===== src/rtl/l2_victim_sel.sv =====
// L2 way selection: hit way, else an unlocked empty way, else a round-robin victim.
// Locked ways are skipped, and a per-set eviction pointer table is kept.
module l2_victim_sel #(
  parameter int L2_WAYS  = 8,
  parameter int L2_SETS  = 256,
  parameter int WAY_BITS = 3,
  parameter int SET_BITS = 8
) (
  input  logic                clk,
  input  logic                rst,
  input  logic                sel_valid,
  output logic                sel_ready,
  input  logic [SET_BITS-1:0] sel_set,
  input  logic                tag_hit,
  input  logic [WAY_BITS-1:0] way_hit,
  input  logic                empty_way_found,
  input  logic [WAY_BITS-1:0] empty_way,
  input  logic [L2_WAYS-1:0]  way_lock_mask,
  output logic                resp_valid,
  input  logic                resp_ready,
  output logic [WAY_BITS-1:0] resp_way,
  output logic                resp_evict,
  output logic                resp_stall,
  output logic [1:0]          dbg_state
);

  // Handshakes: a transfer happens at a rising edge where valid && ready.
  // The response fields stay stable while resp_valid is high and resp_ready is low.
  typedef enum logic [1:0] {
    IDLE = 2'd0,
    SCAN = 2'd1,
    RESP = 2'd2
  } state_e;

  localparam logic [WAY_BITS-1:0] K_LAST = WAY_BITS'(L2_WAYS - 1);

  state_e                state_q, state_d;
  logic [SET_BITS-1:0]   set_q, set_d;
  logic [WAY_BITS-1:0]   p_q, p_d;
  logic [WAY_BITS-1:0]   k_q, k_d;
  logic [WAY_BITS-1:0]   way_q, way_d;
  logic                  evict_q, evict_d;
  logic                  stall_q, stall_d;
  logic [WAY_BITS-1:0]   ptr_q [L2_SETS];
  logic [WAY_BITS-1:0]   ptr_d [L2_SETS];
  logic [WAY_BITS-1:0]   cand;

  always_ff @(posedge clk or posedge rst) begin
    if (rst) begin
      state_q <= IDLE;
      set_q   <= '0;
      p_q     <= '0;
      k_q     <= '0;
      way_q   <= '0;
      evict_q <= 1'b0;
      stall_q <= 1'b0;
      for (int i = 0; i < L2_SETS; i++) ptr_q[i] <= '0;
    end else begin
      state_q <= state_d;
      set_q   <= set_d;
      p_q     <= p_d;
      k_q     <= k_d;
      way_q   <= way_d;
      evict_q <= evict_d;
      stall_q <= stall_d;
      ptr_q   <= ptr_d;
    end
  end

  // The candidate wraps naturally through WAY_BITS truncation.
  assign cand = p_q + k_q;

  always_comb begin
    state_d = state_q;
    set_d   = set_q;
    p_d     = p_q;
    k_d     = k_q;
    way_d   = way_q;
    evict_d = evict_q;
    stall_d = stall_q;
    ptr_d   = ptr_q;
    case (state_q)
      IDLE: begin
        if (sel_valid) begin
          set_d   = sel_set;
          p_d     = ptr_q[sel_set];
          k_d     = '0;
          evict_d = 1'b0;
          stall_d = 1'b0;
          if (tag_hit) begin
            way_d   = way_hit;
            state_d = RESP;
          end else if (empty_way_found && !way_lock_mask[empty_way]) begin
            way_d   = empty_way;
            state_d = RESP;
          end else begin
            state_d = SCAN;
          end
        end
      end
      SCAN: begin
        // The lock mask is live: a way unlocked behind the scan is not revisited.
        if (!way_lock_mask[cand]) begin
          way_d   = cand;
          evict_d = 1'b1;
          stall_d = 1'b0;
          state_d = RESP;
        end else if (k_q == K_LAST) begin
          way_d   = p_q;
          evict_d = 1'b0;
          stall_d = 1'b1;
          state_d = RESP;
        end else begin
          k_d = k_q + 1'b1;
        end
      end
      RESP: begin
        if (resp_ready) begin
          state_d = IDLE;
          if (evict_q) ptr_d[set_q] = way_q + 1'b1;
        end
      end
      default: state_d = IDLE;
    endcase
  end

  always_comb begin
    sel_ready  = (state_q == IDLE);
    resp_valid = (state_q == RESP);
    resp_way   = way_q;
    resp_evict = evict_q;
    resp_stall = stall_q;
    dbg_state  = state_q;
  end

endmodule


===== config.mk =====
export PLATFORM = sky130hd
export DESIGN_NAME = l2_victim_sel
export DESIGN_NICKNAME = d
export VERILOG_FILES = /design/src/rtl/l2_victim_sel.sv
export SDC_FILE = /design/constraint.sdc
export NUM_CORES = 2
export LEC_CHECK = 0
export CAP_MARGIN = 20
export CELL_PAD_IN_SITES_DETAIL_PLACEMENT = 1
export CELL_PAD_IN_SITES_GLOBAL_PLACEMENT = 2
export CORE_MARGIN = 2
export CORE_UTILIZATION = 35
export DETAILED_ROUTE_END_ITERATION = 8
export PLACE_DENSITY = 0.78
export SLEW_MARGIN = 20
export SYNTH_ARGS = -nofsm -noshare
export SYNTH_HDL_FRONTEND = slang
export SYNTH_SLANG_ARGS = --single-unit
export TNS_END_PERCENT = 5

===== constraint.sdc =====
create_clock -name clk -period 27.5 [get_ports clk]
set_input_delay 5.5 -clock clk [delete_from_list [all_inputs] [get_ports clk]]
set_output_delay 5.5 -clock clk [all_outputs]
set_load 0.01 [all_outputs]

Word level (Yosys, flattened, before mapping)
Cells that the tools add are included.
{"block": "word_totals", "wordCells": 327, "ff_bits": 789}
{"block": "classes", "bitwise_logic": 2, "addsub": 3, "n_eq_ne": 9, "muxes": 34, "n_lt_le_gt_ge": 5, "n_reduce_logical": 11}
{"cell": "768-bit bitwise mux", "count": 1}
{"cell": "3-bit 2-to-1 mux", "count": 11}
{"cell": "3-bit binary-select mux with 8-bit select", "count": 1}
{"cell": "3-bit demux with 8-bit select", "count": 1}
{"cell": "9-bit greater-or-equal comparator, second input constant", "count": 2}
{"cell": "8-bit inverter with 9-bit output", "count": 2}
{"cell": "2-bit 2-to-1 mux", "count": 6}
{"cell": "3-bit one-hot mux with 2 select lines", "count": 2}
{"cell": "9-bit by 1-bit less-than comparator with 1-bit output, second input constant", "count": 1}
{"cell": "3-bit AND reduction", "count": 3}
{"cell": "3-bit by 4-bit less-than comparator with 1-bit output, second input constant", "count": 2}
{"cell": "4-bit AND reduction", "count": 2}
{"cell": "1-bit 2-to-1 mux", "count": 7}
{"cell": "3-bit by 1-bit adder with 3-bit output, second input constant", "count": 2}
{"cell": "1-bit binary-select mux with 3-bit select", "count": 2}
{"cell": "2-bit != test, second input constant", "count": 3}
{"cell": "2-bit one-hot mux with 3 select lines", "count": 1}
{"cell": "1-bit one-hot mux with 2 select lines", "count": 2}
{"cell": "3-bit adder", "count": 1}
{"cell": "3-bit == test, second input constant", "count": 1}
{"cell": "3-bit by 1-bit != test with 1-bit output, second input constant", "count": 1}
{"cell": "3-bit != test, second input constant", "count": 1}
{"cell": "2-bit by 1-bit == test with 1-bit output, second input constant", "count": 1}
{"cell": "2-bit == test, second input constant", "count": 1}
{"cell": "other kinds (6)", "count": 7}

Depth between registers and ports, before layout
{"block": "logic_depth", "ltp_word": 8, "depth_mapped": 11}

Least setup slack after synthesis
Ideal clock, no wire load.
{"block": "synth_path", "path_kind": "input-to-reg", "start": "input port sel_set[0]", "end": "register p_q[0]", "arrival_time_ns": 7.086, "t_required_ns": 27.376, "stages": 8, "slack_ns": 20.290, "cell_sequence": "buf_6 > buf_6 > mux4_2 > a221oi_1 > nor3_1 > nor2_1 > a21oi_1 > a211o_1"}
{"block": "synth_between", "elab_chain_cells": 4}
{"element": "start, declared", "line": "13", "text": "input logic [SET_BITS-1:0] sel_set,"}
{"element": "8-bit inverter with 9-bit output (not written as such)", "line": "86", "text": "p_d = ptr_q[sel_set];"}
{"element": "3-bit binary-select mux with 8-bit select", "line": "86"}
{"element": "3-bit 2-to-1 mux (not written as such) (2 in series)", "line": "86"}
{"element": "end signal, assigned", "line": "61", "text": "p_q <= p_d;"}
{"element": "end, declared", "line": "39", "text": "logic [WAY_BITS-1:0] p_q, p_d;"}
Every way passes these cells. The select of a mux whose other input is x is not followed.
A chain may end at the register's enable or synchronous reset.

Final worst setup path
{"block": "layout_path", "start": "input port sel_set[0]", "end": "register p_q[1]"}
Same word-level chain as after synthesis.

==> results.md <==
* Clk Latency, worst-skew pair at ~670 ps
* Outcome: complete, no violations
* Top_reg_cell synth: dfrtp_1
* Mapped Cells at between 3,000 and 4,000
* Max Fclk at between 100 and 150 MHz
* Final hold vios at 0
* Yosys warns at 0
* Total wire length at approximately 120 mm
* Period utilization at 0.307
* P_leak at around 18 nW
* Post-Syn Area at about 0.036 sq mm
* # fillers at ~11,000
* Startpoint types: input port
* Row count at around 120
* CTS buffer count at 90
* Pwr/cell area at 77.5 mW/mm^2
* Initial antenna violation count at 7
* Cts-stage hold buffer count at 0
* Post-cts sizing count at 0
* Final WS setup at 19,060 ps
* Drt first pass iters at 5
* Port-buffer cells at 36
* Critical-path maximum fanout at 93
* Clock sink count at 789
* CTS tree: done
* Post-synthesis sequential area ratio at 0.543
* Die X at ~330 um
* Tot GR Track Use at 0.221
* Global-route wire length before repair at about 180 mm
* Initial Utilization at 0.352
* Vias in the first global route at between 20,000 and 30,000
* Syn_nets at around 3,300
* Max-cap violations at 0
* Number of synthesized flops with an enable pin at 0
* Root buf cell: clkbuf_16
* Remaining antenna violation count after routing at 0
* Routability-driven placement congestion ratio at between 0.8 and 0.9
* Flops & latches, synth at approximately 790
* DRC errors left at 0
* Layout cells sized above 1 at 0.194
* RSZ-0062 raised after global routing: no
* Synth-to-layout area growth at 12.5%
* Max IR drop VDD at between 0.0003 and 0.0004 V
* CTS H-tree depth at 3
* Ys async rst share at 1.00
* TNS Setup at 0 ps
* Core Region at 0.103 sq mm
* DIE HEIGHT at 326 um
* DP HPWL at ~75 mm
* Clock Tree Buf Depth at 3
* Setup-failing EPs final at 0
* Worst Skew at approximately 32 ps
* I/O Pins at 37
* WP data required at about 28,000 ps
* CP endpoint kind: flip-flop
* Nets@finish at roughly 3,300
* Post-DR wirelength/cell at between 20 and 30 um
* Largest net degree at the start of global routing at approximately 190
* Hold Crit Class: reg -> reg
* Post-CTS setup buffer count at 0
* Setup slack at placement at around 18,000 ps
* Worst slew margin at 0.203
* Fin. max-slew vios at 0
* Crit Path Class: in -> reg
* Starting DRT DRC Count at ~2,000
* Worst-path clk slew at ~70 ps
* Vias at ~26,000
* Fin crit period at about 8400 ps
* DR vias/cell at about 5.5
* Die area at around 0.11 sq mm
* Avg Cell Area, Syn at 11.2 sq um
* WP data arrival at 9050 ps
* GRT overflow at 0
* Worst-margin pin slew at between 1000 and 1500 ps
* Post-synthesis cell type count at between 70 and 80
[placed cells by master, fill, tap and decap left out, types with 27 or more instances in the layout]
| cell type | n |
|---|---|
| dfrtp_1 | 788 |
| nand2_1 | 551 |
| o21ai_0 | 371 |
| nor2_1 | 299 |
| mux2_2 | 262 |
| a21oi_1 | 194 |
| mux2i_1 | 134 |
| mux4_2 | 127 |
| clkbuf_16 | 92 |
| buf_4 | 58 |
| clkdlybuf4s50_1 | 32 |
| clkbuf_1 | 28 |
| o22ai_1 | 27 |
[kinds of logic after synthesis]
kind of cell	count (synthesis)	synth area share
fa+ha+maj	5	0.00193
simple gates	989	0.111
compound gates	725	0.112
buf+inv	213	0.0311
xor+xnor	4	0.00134
mux	530	0.200
flops	789	0.543
[worst paths after layout]
check                      depth (start not counted)    endpoint  slack, ps         start
max                                               10      p_q[1]      19060    sel_set[0]
max reg2reg                                        6  ptr_q[139]      24250  dbg_state[1]
max in group asynchronous                          5  ptr_q[228]      19340           rst
min reg2reg                                        2  ptr_q[759]        470    ptr_q[759]
min in group asynchronous                          2   ptr_q[68]       5340           rst
min                                                2  ptr_q[759]        470    ptr_q[759]
[synthesized netlist by cell type (5+ instances only)]
cell	instances	area, sq um
a22o_1	8	70.1
nand4_1	8	50.1
o22ai_1	27	169
nor2_1	308	1160
o21ai_0	371	1860
nand3_1	19	95.1
mux4_2	127	2860
a22oi_1	25	188
nor4_1	12	75.1
buf_2	35	175
nand2b_1	8	50.1
a211oi_1	11	82.6
a21oi_1	194	971
o221ai_1	13	114
clkbuf_1	119	447
nor2b_1	17	106
inv_1	6	22.5
nor2_2	12	75.1
mux2i_1	134	1340
or2_2	5	31.3
buf_1	10	37.5
o31ai_1	21	158
nor3_1	22	110
dfrtp_1	789	19700
buf_6	14	158
nand2_1	551	2070
mux2_2	262	2950
buf_4	20	150
buf_12	6	120
a221oi_1	14	123
a2111oi_0	5	43.8
[sequential cells by signal, summed over array words and instances, names as in the netlist]
signal      count
p_q             3
k_q             3
resp_stall      1
ptr_q         768
set_q           8
resp_way        3
dbg_state       2
resp_evict      1
[layer usage]
metal,part of all wire,vias to the layer above,wire (um),global-route usage
li1,-,11565,-,-
met2,0.46,566,53800,0.345
met4,0.030,8,3530,0.0729
met3,0.056,156,6560,0.0441
met1,0.46,13470,53400,0.310
met5,0.00039,-,46,0
[final cells by class]
type	count	area (sq um)	share of cell area
Clock buffer	140	2680	0.0655
Antenna cell	2	5.00	0.000122
Sequential cell	789	19700	0.482
Multi-Input combinational cell	2253	15600	0.381
Timing Repair Buffer	99	910	0.0222
Inverter	8	33.8	0.000825
Clock inverter	20	221	0.00541
Tap cell	1380	1730	0.0422
[critical path, stage by stage]
cell and delay (ps):
buf_8 400, buf_12 570, buf_4 590, mux2i_1 150, o221ai_1 310, o22ai_1 160, o21bai_1 390, a21oi_1 120
nor4_1 350, a211o_1 150
[stage by stage]
stage / cells / utilization / power, mW / hold slack, ps / cell area, sq um
6_report: 4691 / 0.396 / 3.17 / 475 / 40900
3_3_place_gp: 4527 / 0.367 / 1.97 / 456 / 37900
3_5_place_dp: 4528 / 0.368 / 1.98 / 465 / 38000
5_1_grt: 4689 / 0.396 / 3.30 / 498 / 40900
4_1_cts: 4688 / 0.396 / 3.19 / 478 / 40900
2_1_floorplan: 3255 / - / 1.69 / 444 / 36400
[power by group]
group | switching, mW | total [mW] | internal, mW
registers | 0.0639 | 1.28 | 1.22
clock network | 0.496 | 1.20 | 0.705
logic | 0.538 | 0.690 | 0.152
(Power assumes the default switching activity.)
